===== src/rtl/uart_tx_framer.sv =====
// Serial UART transmit framer: START, DATA_WIDTH bits LSB first, optional parity, STOP.
// TX_OUT/Busy are registered from the next-state decode so they change with the state.
module uart_tx_framer #(
  parameter int DATA_WIDTH = 8
) (
  input  logic                  CLK,
  input  logic                  RST,
  input  logic [DATA_WIDTH-1:0] P_DATA,
  input  logic                  Data_Valid,
  input  logic                  PAR_EN,
  input  logic                  PAR_TYP,
  output logic                  TX_OUT,
  output logic                  Busy
);
  localparam int CW = (DATA_WIDTH > 1) ? $clog2(DATA_WIDTH) : 1;
  localparam logic [CW-1:0] LAST = CW'(DATA_WIDTH - 1);

  typedef enum logic [2:0] {IDLE, START, DATA, PARITY, STOP} state_e;

  state_e                state_q, state_d;
  logic [CW-1:0]         cnt_q, cnt_d;
  logic [DATA_WIDTH-1:0] data_q, data_d;
  logic                  pen_q, pen_d;
  logic                  ptyp_q, ptyp_d;
  logic                  tx_q, tx_d;
  logic                  busy_q, busy_d;

  always_ff @(posedge CLK) begin
    if (!RST) begin
      state_q <= IDLE;
      cnt_q   <= '0;
      data_q  <= '0;
      pen_q   <= 1'b0;
      ptyp_q  <= 1'b0;
      tx_q    <= 1'b1;
      busy_q  <= 1'b0;
    end else begin
      state_q <= state_d;
      cnt_q   <= cnt_d;
      data_q  <= data_d;
      pen_q   <= pen_d;
      ptyp_q  <= ptyp_d;
      tx_q    <= tx_d;
      busy_q  <= busy_d;
    end
  end

  always_comb begin
    state_d = state_q;
    cnt_d   = cnt_q;
    data_d  = data_q;
    pen_d   = pen_q;
    ptyp_d  = ptyp_q;
    // Requests are only taken while the line is idle or sending the stop bit.
    if (Data_Valid && (state_q == IDLE || state_q == STOP)) begin
      data_d = P_DATA;
      pen_d  = PAR_EN;
      ptyp_d = PAR_TYP;
    end
    case (state_q)
      IDLE:    if (Data_Valid) state_d = START;
      START: begin
        state_d = DATA;
        cnt_d   = '0;
      end
      DATA: begin
        if (cnt_q == LAST) begin
          state_d = pen_q ? PARITY : STOP;
          cnt_d   = '0;
        end else begin
          cnt_d = cnt_q + 1'b1;
        end
      end
      PARITY:  state_d = STOP;
      STOP:    state_d = Data_Valid ? START : IDLE;
      default: state_d = IDLE;
    endcase
  end

  // Outputs decoded from the next state so the registered line tracks state_q.
  always_comb begin
    tx_d   = 1'b1;
    busy_d = 1'b1;
    case (state_d)
      IDLE:    busy_d = 1'b0;
      START:   tx_d   = 1'b0;
      DATA:    tx_d   = data_d[cnt_d];
      PARITY:  tx_d   = (^data_d) ^ ptyp_d;
      STOP:    tx_d   = 1'b1;
      default: busy_d = 1'b0;
    endcase
  end

  assign TX_OUT = tx_q;
  assign Busy   = busy_q;
endmodule


===== config.mk =====
export PLATFORM = sky130hd
export DESIGN_NAME = uart_tx_framer
export DESIGN_NICKNAME = d
export VERILOG_FILES = /design/src/rtl/uart_tx_framer.sv
export SDC_FILE = /design/constraint.sdc
export NUM_CORES = 1
export LEC_CHECK = 0
export ABC_AREA = 1
export CORE_ASPECT_RATIO = 0.8
export CORE_MARGIN = 2
export CORE_UTILIZATION = 57
export CTS_BUF_LIST = sky130_fd_sc_hd__clkbuf_16
export DETAILED_ROUTE_END_ITERATION = 8
export PLACE_DENSITY = 0.83
export SYNTH_ARGS = -nofsm -noshare
export SYNTH_HDL_FRONTEND = slang
export SYNTH_SLANG_ARGS = --single-unit

===== constraint.sdc =====
create_clock -name CLK -period 4.65 [get_ports CLK]
set_input_delay 0.93 -clock CLK [delete_from_list [all_inputs] [get_ports CLK]]
set_output_delay 0.93 -clock CLK [all_outputs]
set_load 0.05 [all_outputs]

# Word-level counts from Yosys, hierarchy flattened
# Cells that the tools add are included.
# totals
out_inout_bits	2
reg_bits	18
inputBits	13
elab_cells	37
# classes
n_reduce_logical	5
bitwise_logic	1
mux	13
n_eq_ne	9
n_addsub	1
magnitude_cmp	1
# ops
operator	count
$pmux 3 s5	1
$eq 3x2->1 const B	4
$mux 3	4
$eq 3x3->1 const B	3
$mux 8	1
$reduce_xor 8->1	1
$eq 3x1->1 const B	2
$pmux 3 s2	1
$lt 3x4->1 const B	1
$mux 1	4
$reduce_or 4->1	1
$add 3x1->3 const B	1
$bmux 1 s3	1
$logic_not 3->1	1
$pmux 1 s3	1
$logic_and 1x1->1	1
$logic_or 1x1->1	1
$xor 1x1->1	1

# Longest topological paths before layout
# Gate-level depths: netlist of run 1.
# logic_depth
depth_word	7
depth_mapped	16
mapped_depth_nobuf	15

# Worst setup path before layout of run 1
# No wires, ideal clock.
# synth_path
kind	input port to flip-flop
startpoint	input Data_Valid
endpoint	register tx_q, in the netlist TX_OUT
path_buffers	2
path_slack_ns	2.610
t_required_ns	4.538
t_arrival_ns	1.928
setup_ns	0.112
cell_stages	14
path_cell_list	buf_2 nand2_4 buf_6 nand2_1 o21ai_1 inv_1 nand2_2 nand2_1 nand2_1 nand2_1 nand3_1 nand2_1 nand2_1 nand2_1
# synth_between
elab_chain_cells	5
elab_cells_between_ends	14
cone_classes	eq/ne (3); mux (8); bitwise (1); reduce/logical (2)
# synth_lines
element	line	source
start: declaration	9	input logic Data_Valid,
$logic_and 1x1->1	55	if (Data_Valid && (state_q == IDLE || state_q == STOP)) begin
$mux 8	55	
$bmux 1 s3 or $reduce_xor 8->1 (tied branches)	87, 88	
$mux 1 (not written as such) or $xor 1x1->1 (tied branches)	87, 88	
$pmux 1 s3 *	84	case (state_d)
end signal: assignment	43	tx_q <= tx_d;
end: declaration	25	logic tx_q, tx_d;
# Mark *: on every way between the ends. The rest lies on a longest branch, timed or not. The select of a mux whose other input is x is not followed.
# A chain may end at the register's enable or synchronous reset.

# Worst setup path after layout of run 1
# Same ends and word-level chain as after synthesis.

==> results of run 1 <==
==> metrics by stage <==
step / cells / hold WS [ns]
2_1_floorplan: 171 / 0.444
3_3_place_gp: 203 / 0.457
3_5_place_dp: 203 / 0.462
4_1_cts: 206 / 0.470
5_1_grt: 206 / 0.501
6_report: 206 / 0.469
==> layer usage <==
layer / track usage / vias up
met4: 0.0842 / 0
met5: 0 / -
met1: 0.314 / 447
met3: 0.0786 / 4
li1: - / 555
met2: 0.382 / 45
==> power breakdown <==
part | total [uW] | internal (uW) | switching (uW)
clock network | 169 | 113 | 56.2
registers | 172 | 166 | 6.29
logic | 115 | 41.8 | 73.6
==> layout by cell type (no fill, tap or decap), drive strengths merged <==
cell            n
dfxtp          18
o21ai          11
a21oi           4
ha              2
inv            29
nand3b          1
nand4           1
nor3            1
clkbuf          3
nand3          21
clkdlybuf4s50  14
nor2           18
nand2          61
==> sequential cells by signal, summed over array words and instances, names as in the netlist <==
| register | cells |
|---|---|
| data_q | 8 |
| cnt_q | 3 |
| state_q | 3 |
| Busy | 1 |
| TX_OUT | 1 |
| pen_q | 1 |
| ptyp_q | 1 |
==> worst paths after layout <==
path	slack, ns	depth (start not counted)	startpoint	to
min reg2reg	0.47	2	pen_q$_SDFFE_PN0N_	pen_q$_SDFFE_PN0N_
min	0.47	2	pen_q$_SDFFE_PN0N_	pen_q$_SDFFE_PN0N_
max reg2reg	2.80	13	cnt_q[0]$_SDFF_PN0_	TX_OUT$_SDFF_PN1_
max	2.11	12	Data_Valid	TX_OUT$_SDFF_PN1_
==> logic make-up (layout without fill, tap and decap cells) <==
logic type / after synthesis / count (layout) / synth area share
AOI/OAI and AO/OA: 15 / 15 / 0.0747
adders and majority gates: 2 / 2 / 0.0237
and+or+nand+nor: 103 / 103 / 0.425
buffers and inverters: 33 / 46 / 0.135
DFF: 18 / 18 / 0.342
==> cells in the mapped netlist <==
library cell and instances:
clkbuf_1 1, nor3_1 1, nand3_2 1, nand3b_1 1, ha_1 2, nand2_2 3
buf_2 1, nand2_1 57, inv_1 26, dfxtp_1 18, o21ai_2 1, a21oi_1 4
nor2_1 17, buf_6 1, clkbuf_8 1, nor2_4 1, nand2_4 1, o21ai_1 4
nand3_1 20, inv_2 3, nand4_1 1, o21ai_0 6
==> area by class of cell <==
type,instances,area share
flip-flops and latches,18,0.285
inverters,29,0.0861
clock buffers,3,0.0594
well taps,22,0.0218
repair buffers,14,0.111
multi-input cells,120,0.437
==> worst register-to-register path: cells and delay by family (launching register included) <==
| family | cells | cell delay [ns] |
|---|---|---|
| AND/OR/NAND/NOR | 9 | 0.81 |
| adder cells (fa/ha/maj) | 2 | 0.38 |
| flip-flops | 1 | 0.37 |
| AO/OA/AOI/OAI | 1 | 0.14 |
| buffers and inverters | 1 | 0.05 |
==> summary.txt, run 1 <==
STA
  – Worst-Margin Slew: 0.495 ns
  – Maximum clock rate: 394 MHz
  – Slew Viols, Final: 0
  – PnR worst setup slack: 2.11 ns
  – Slew margin rel.: 0.669
  – Hold Vio Cnt, Final: 0
  – Period minus WS final: 2.54 ns
  – Skew final: 0.00150 ns
  – RSZ-0062 raised after global routing: no
  – Fin crit share: 0.546
  – Setup Viol. Count Final: 0
  – Fin Setup TNS: 0 ns

Route
  – Routed Antenna Nets: 0
  – Via count: 1051
  – WL met3: 161 um
  – Met1 wire length: 1100 um
  – DRT iter0 DRCs: 54
  – DRT Wirelength: 2390 um
  – Avg Vias per Cell: 5.10
  – DRT Pass-1 Iters: 4
  – # DRC: 0
  – Detail Route met2 WL: 1120 um
  – Highest routed metal layer: met4
  – Wire length per cell: 11.6 um

Clocking
  – H-tree depth: 1
  – Post-CTS Setup Bufs: 0
  – Root Buffer: clkbuf_16
  – Resized Gates After CTS: 0
  – CTS tree: built
  – Hold_buf cts: 0
  – Worst-Skew Late Latency: 0.25 ns
  – CTS Buffer Depth: 2
  – CTS Buf Count: 3
  – CTS Sinks: 18
  – Clk pin slew, worst setup/hold paths: 0.05 ns

Critical path
  – Delay-heaviest family, CP: buffers and inverters
  – CP max stage cell: clkdlybuf4s50_1
  – Critical Path AT: 2.68 ns
  – Crit path buffers/inverters: 2
  – Crit path cell chain: clkdlybuf4s50_1, nand2_4, o21ai_1, inv_1, nand2_2, nand2_1, nand2_1, nand2_1, nand3_1, nand2_1, nand2_1, nand2_1
  – Crit-path max cell delay: 0.65 ns
  – Critical path endpoint category: flip-flop
  – Worst-path fanout max: 22
  – Crit path top cell by count: nand2_1
  – Crit path kind: in -> reg
  – Worst setup SP type: primary input
  – Required @ worst endpoint: 4.79 ns

Cells and area
  – Synthesis-to-layout area growth: 19.8%
  – Fill cell count: 138
  – Fin nets: 201
  – ANT cells: 0
  – Layout cells sized above 1: 0.0707
  – Final Util: 0.754
  – Flip-flop and latch area: 360 um^2
  – Post-route cell area: 1260 um^2
  – Area of the multi-input gates: 552 um^2

Floorplanning
  – Full die area: 2210 um^2
  – Die Y: 42.5 um
  – Initial Util: 0.630
  – Ports: 15
  – Die Wd: 52.1 um
  – FP Rows: 13
  – Core ar.: 1680 um^2

Logic synthesis
  – Area leader, netlist: dfxtp_1
  – Mapped Nets: 186
  – Post-Synthesis Cells: 171
  – Register bit count reported by yosys: 18
  – Seq/Total Area, Yosys: 0.342
  – Post-Syn Area: 1050 um^2
  – Avg Inst Size Synth: 6.17 um^2
  – Cells taking the most area after synthesis: dfxtp_1 34%, nand2_1 20%, nand3_1 9.5%
  – Post-synth cell types: 22
  – Synth warn: 0
  – Yosys top cell area share: 0.342

GRT
  – Global-route wire length before repair: 4000 um
  – Largest net degree at the start of global routing: 23
  – Vias in the first global route: 925
  – GRT overflow: 0
  – GRT Total Usage: 0.245
  – Initial antenna violation count: 0

Status
  – Status: finished clean

Power and ir drop
  – Max rail drop VDD: 0.362 mV
  – Total power: 457 uW
  – Power per Cell Area: 362 nW/um^2
  – Leak Pwr: 0.000648 uW

Min path
  – Hold Path Class: reg -> reg

Placement
  – Post-detail-place hpwl: 1760 um
  – Post-Place Worst Slack: 1.89 ns
  – RePlAce Congestion: 0.938
  – Port bufs: 14
  – Placed cell area: 1190 um^2

Flow run
  – Max_cap viols: 0
(Power assumes the default switching activity.)
==> inputs of run 2 (changes only) <==
CORE_UTILIZATION = 47   (was 57)
PLACE_DENSITY = 0.73   (was 0.83)
clock period = 2.1 ns   (was 4.65 ns; I/O delays follow)
==> run 2 against run 1 <==
Net effect:
- register-to-register slack worse by 2.5 ns
- via count is 1.0% higher
- cell count is 1.9% higher
- combinational power is 120% higher
- first-iteration DRC count is 24% lower
- largest cell class unchanged
- power is 120% higher
- utilization is 16 points lower
- flip-flop and latch count stayed put
==> summary.txt, run 2 (synthesis gave the netlist of run 1 again) <==
Clocking
  – Resized Gates After CTS: 0 (unchanged)
  – CTS tree: built
  – CTS Sinks: 18 (unchanged)
  – H-tree depth: 1 (unchanged)
  – Clk pin slew, worst setup/hold paths: 0.05 ns (about the same)
  – CTS Buf Count: 3 (unchanged)
  – Worst-Skew Late Latency: 0.25 ns (about the same)
  – CTS Buffer Depth: 2 (unchanged)
  – Hold_buf cts: 0 (unchanged)
  – Post-CTS Setup Bufs: 0 (unchanged)
  – Root Buffer: clkbuf_16

GRT
  – Global-route wire length before repair: 3850 um (-3.8%)
  – Initial antenna violation count: 0 (unchanged)
  – Largest net degree at the start of global routing: 23 (unchanged)
  – GRT Total Usage: 0.195 (-0.0502)
  – GRT overflow: 0 (unchanged)
  – Vias in the first global route: 893 (-3.5%)

Placement
  – RePlAce Congestion: 0.876 (-6.7%)
  – Port bufs: 14 (unchanged)
  – Placed cell area: 1200 um^2 (+0.95%)
  – Post-detail-place hpwl: 1720 um (-2.4%)
  – # placed instances: 207 (+2.0%)

Critical path
  – Required @ worst endpoint: 2.24 ns (-2.55 ns)
  – Crit path kind: in -> reg
  – Worst setup SP type: primary input
  – Worst r2r src: cnt_q[0]$_SDFF_PN0_
  – Critical path endpoint category: flip-flop
  – R2R Path End: TX_OUT$_SDFF_PN1_
  – R2R Setup Slk: 0.27 ns (-2.53 ns)
  – Worst-path fanout max: 22 (unchanged)
  – Worst Reg-to-Reg Cells: 12 (-1)
  – Critical Path AT: 2.00 ns (-0.68 ns)

Route
  – Routed Antenna Nets: 0 (unchanged)
  – Wire length per cell: 10.7 um (-7.8%)
  – # DRC: 0 (unchanged)
  – Avg Vias per Cell: 5.06 (-0.88%)
  – DRT Wirelength: 2250 um (-6.0%)
  – DRT iter0 DRCs: 41 (-24%)
  – DRT Pass-1 Iters: 4 (unchanged)
  – Via count: 1062 (+1.0%)

STA
  – Fin Setup TNS: 0 ns (unchanged)
  – Slew margin rel.: 0.674 (+0.00501)
  – Slew Viols, Final: 0 (unchanged)
  – Worst-Margin Slew: 0.488 ns (-0.00750 ns)
  – RSZ-0062 raised after global routing: no
  – Skew final: 0.00299 ns (+0.00149 ns)
  – Setup Viol. Count Final: 0 (unchanged)
  – Hold Vio Cnt, Final: 0 (unchanged)
  – Maximum clock rate: 539 MHz
  – Period minus WS final: 1.86 ns
  – Fin crit share: 0.884

Power and ir drop
  – Leak Pwr: 0.000653 uW (+0.74%)
  – Total power: 1010 uW (+120%)
  – Max rail drop VDD: 0.662 mV (+83%)
  – Power per Cell Area: 790 nW/um^2 (+120%)

Cells and area
  – Final Util: 0.596 (-0.158)
  – Max FFs per register: 8 (unchanged)
  – Post-layout instance count excluding filler cells: 210 (+1.9%)
  – Flip-flop and latch area: 360 um^2 (unchanged)
  – Fin nets: 202 (+0.50%)
  – Area of the multi-input gates: 552 um^2 (unchanged)
  – Synthesis-to-layout area growth: 20.9%
  – Most common cell after layout, fill and taps aside: nand2_1
  – Biggest regs: data_q x8, cnt_q x3, state_q x3
  – Commonest cells after routing, fill and taps aside: 57 x nand2_1, 26 x inv_1, 20 x nand3_1
  – Post-route cell area: 1270 um^2 (+0.89%)
  – Layout cells sized above 1: 0.0757 (+0.00502)
  – ANT cells: 0 (unchanged)
  – Biggest register: data_q
  – Fill cell count: 210 (+52%)

Min path
  – WHS Path Cells: 2 (unchanged)
  – Hold Path Class: reg -> reg
  – Worst hold start: pen_q$_SDFFE_PN0N_
  – WHS Endpoint: pen_q$_SDFFE_PN0N_

Floorplanning
  – Die Wd: 57.0 um (+9.3%)
  – Full die area: 2640 um^2 (+19%)
  – Core ar.: 2140 um^2 (+28%)
  – Ports: 15 (unchanged)
  – Die Y: 46.4 um (+9.2%)
  – Initial Util: 0.493 (-0.137)
  – FP Rows: 15 (+2)

Status
  – Status: finished clean

Flow run
  – Max_cap viols: 0 (unchanged)
run 2: changes by cell type in the layout (fill, tap and decap cells not counted), sizes merged:
cell	change
buf	+1
run 2: worst max path at each step:
stage	startpoint	end	slack, ns	cells past startpoint
detailed placement	Data_Valid	TX_OUT$_SDFF_PN1_	-0.02	12
CTS	Data_Valid	TX_OUT$_SDFF_PN1_	0.24	12
global placement	Data_Valid	TX_OUT$_SDFF_PN1_	0.05	12
floorplan	cnt_q[0]$_SDFF_PN0_	TX_OUT$_SDFF_PN1_	0.55	12
finish	Data_Valid	TX_OUT$_SDFF_PN1_	0.24	12
global route	cnt_q[0]$_SDFF_PN0_	TX_OUT$_SDFF_PN1_	0.06	12
run 2: layout make-up:
cell class | count | share of cell area
tap | 25 | 0.0245
multi-input combinational | 120 | 0.433
sequential | 18 | 0.283
inverter | 29 | 0.0854
clock buffer | 3 | 0.0589
timing repair buffer | 15 | 0.116
run 2: layer usage:
layer	GRT usage	share of wire
met1	0.251	0.50
met4	0.0698	0.016
met3	0.0534	0.049
met2	0.317	0.43
met5	0	0
run 2: worst max-delay path, stage by stage:
cell and delay [ns]:
clkdlybuf4s50_1 0.54, nand2_4 0.17, o21ai_1 0.26, inv_1 0.10
nand2_1 0.07, nand3_1 0.06, o21ai_1 0.07, nand2_1 0.07
nand3_1 0.07, nand2_1 0.06, inv_1 0.05, nand2_1 0.05
run 2: stage by stage:
step,hold WS [ns],worst slack (ns)
finish,0.492,0.243
global placement,0.472,0.0461
CTS,0.483,0.236
floorplan,0.444,0.550
detailed placement,0.477,-0.0226
global route,0.524,0.0606
run 2: report_power, final:
part           switching [uW]  internal (uW)
combinational             157           93.8
sequential               13.3            367
clock                     125            251
==> inputs of run 3 (changes only) <==
CAP_MARGIN = 20   (was default)
CORE_UTILIZATION = 40   (was 47)
PLACE_DENSITY = default   (was 0.73)
==> run 3 against run 2 <==
Net effect:
- combinational power is essentially flat
- hold slack got worse by 0.010 ns
- power up 0.68%
- routed wire length up 0.80%
- critical path depth unchanged
- setup slack gained 0.024 ns
- die area grew 16%
- sequential share of layout area fell by 0.54 points
- critical endpoint unchanged
- largest power group unchanged
==> summary.txt, run 3 (synthesis gave the netlist of run 1 again) <==
Status
  – Status: finished clean

Critical path
  – Critical Path AT: 1.98 ns (-0.02 ns)
  – Crit path buffers/inverters: 3 (unchanged)
  – Crit path kind: in -> reg
  – Worst setup SP type: primary input
  – Crit-path max cell delay: 0.54 ns (about the same)
  – CP max stage cell: clkdlybuf4s50_1
  – Crit path top cell by count: nand2_1
  – Critical path endpoint category: flip-flop
  – Crit path cell chain: clkdlybuf4s50_1, nand2_4, o21ai_1, inv_1, nand2_1, nand3_1, o21ai_1, nand2_1, nand3_1, nand2_1, inv_1, nand2_1
  – Required @ worst endpoint: 2.24 ns (about the same)
  – Worst-path fanout max: 20 (-9.1%)
  – Delay-heaviest family, CP: buffers and inverters

Min path
  – Hold Path Class: reg -> reg

Placement
  – Post-Place Worst Slack: 0.0186 ns (+0.0412 ns)
  – RePlAce Congestion: 0.812 (-7.2%)
  – Post-detail-place hpwl: 1780 um (+3.4%)
  – Port bufs: 14 (unchanged)

Floorplanning
  – Core ar.: 2480 um^2 (+16%)
  – Initial Util: 0.425 (-0.0681)
  – Ports: 15 (unchanged)
  – FP Rows: 16 (+1)
  – Die Y: 49.9 um (+7.7%)
  – Full die area: 3070 um^2 (+16%)
  – Die Wd: 61.4 um (+7.8%)

Cells and area
  – Biggest regs: data_q x8, cnt_q x3, state_q x3
  – ANT cells: 0 (unchanged)
  – Fin nets: 203 (+0.50%)
  – Max FFs per register: 8 (unchanged)
  – Layout cells sized above 1: 0.0802 (+0.00454)
  – Commonest cells after routing, fill and taps aside: 57 x nand2_1, 26 x inv_1, 20 x nand3_1
  – Synthesis-to-layout area growth: 23.3%
  – Final Util: 0.524 (-0.0722)
  – Most common cell after layout, fill and taps aside: nand2_1
  – Biggest register: data_q

Clocking
  – Resized Gates After CTS: 0 (unchanged)
  – CTS Buffer Depth: 2 (unchanged)
  – CTS tree: built
  – CTS Buf Count: 3 (unchanged)
  – Root Buffer: clkbuf_16
  – Worst-Skew Late Latency: 0.25 ns (about the same)
  – Post-CTS Setup Bufs: 0 (unchanged)
  – CTS Sinks: 18 (unchanged)
  – Clk pin slew, worst setup/hold paths: 0.05 ns (about the same)
  – Hold_buf cts: 0 (unchanged)
  – H-tree depth: 1 (unchanged)

Route
  – Routed Antenna Nets: 0 (unchanged)
  – Avg Vias per Cell: 4.60 (-9.0%)
  – # DRC: 0 (unchanged)
  – Via count: 1026 (-3.4%)
  – DRT iter0 DRCs: 86 (+110%)
  – DRT Wirelength: 2260 um (+0.80%)
  – Wire length per cell: 10.2 um (-5.1%)
  – DRT Pass-1 Iters: 4 (unchanged)

GRT
  – Initial antenna violation count: 0 (unchanged)
  – GRT overflow: 0 (unchanged)
  – Largest net degree at the start of global routing: 21 (-8.7%)
  – Vias in the first global route: 928 (+3.9%)
  – Global-route wire length before repair: 4040 um (+5.0%)
  – GRT Total Usage: 0.175 (-0.0192)

Power and ir drop
  – Leak Pwr: 0.000659 uW (+0.95%)
  – Power per Cell Area: 780 nW/um^2 (-1.3%)
  – Max rail drop VDD: 0.481 mV (-27%)

STA
  – Slew Viols, Final: 0 (unchanged)
  – Hold Vio Cnt, Final: 0 (unchanged)
  – Setup Viol. Count Final: 0 (unchanged)
  – Fin Setup TNS: 0 ns (unchanged)
  – Fin crit share: 0.873 (-0.0114)
  – RSZ-0062 raised after global routing: no
  – Slew margin rel.: 0.669 (-0.00505)
  – Maximum clock rate: 546 MHz (+1.3%)
  – Period minus WS final: 1.83 ns (-0.0240 ns)
  – PnR worst setup slack: 0.267 ns (+0.0240 ns)
  – Worst-Margin Slew: 0.495 ns (+0.00755 ns)
  – Skew final: 0.000919 ns (-0.00207 ns)

Flow run
  – Max_cap viols: 0 (unchanged)
==> run 3: cell types whose count changed in the layout (fill, tap and decap cells not counted) <==
cell and change:
clkinv_1 +1, buf_4 +1
==> run 3: worst reg2reg max path: stages (launching register included) <==
cell,delay [ns]
dfxtp_1,0.34
ha_1,0.21
ha_1,0.22
nor2_1,0.11
nand2_1,0.14
nand2_1,0.19
nor2_1,0.07
o21ai_1,0.14
nand2_1,0.07
nand3_1,0.07
nand2_1,0.06
inv_1,0.05
nand2_1,0.04
==> run 3: metrics by stage <==
stage | std cells | instance area (um^2) | hold WS (ns) | total power, uW
2_1_floorplan | 171 | 1050 | 0.444 | 576
3_3_place_gp | 219 | 1220 | 0.469 | 636
3_5_place_dp | 219 | 1220 | 0.473 | 641
4_1_cts | 223 | 1300 | 0.482 | 1030
5_1_grt | 223 | 1300 | 0.500 | 1090
6_report | 223 | 1300 | 0.482 | 1010
==> run 3: layer usage <==
metal | global-route usage | vias up | share of wire | routed length, um
met2 | 0.250 | 14 | 0.41 | 930
met5 | 0 | - | 0 | 0
met4 | 0.0532 | 0 | 0.0071 | 16
met3 | 0.0551 | 2 | 0.043 | 98
met1 | 0.250 | 450 | 0.54 | 1220
li1 | - | 560 | - | -
==> run 3: final timing paths <==
check	from	depth (start not counted)	endpoint	slack [ns]
worst max-delay path	Data_Valid	12	TX_OUT$_SDFF_PN1_	0.27
worst max register to register	cnt_q[0]$_SDFF_PN0_	12	TX_OUT$_SDFF_PN1_	0.29
worst min-delay path	pen_q$_SDFFE_PN0N_	2	pen_q$_SDFFE_PN0N_	0.48
worst min register to register	pen_q$_SDFFE_PN0N_	2	pen_q$_SDFFE_PN0N_	0.48
==> run 3: cell type report <==
cell class / instances / area (um^2)
Clock inverter: 1 / 3.75
Multi-Input combinational cell: 120 / 552
Tap cell: 36 / 45.0
Timing Repair Buffer: 16 / 155
Inverter: 29 / 109
Sequential cell: 18 / 360
Fill cell: 274 / 1180
Clock buffer: 3 / 75.1
==> run 3: report_power, final <==
part | leakage, uW | internal, uW | switching, uW
Clock | 0.0000385 | 253 | 127
Combinational | 0.000473 | 95.9 | 158
Sequential | 0.000148 | 367 | 13.0
Total | 0.000659 | 716 | 298
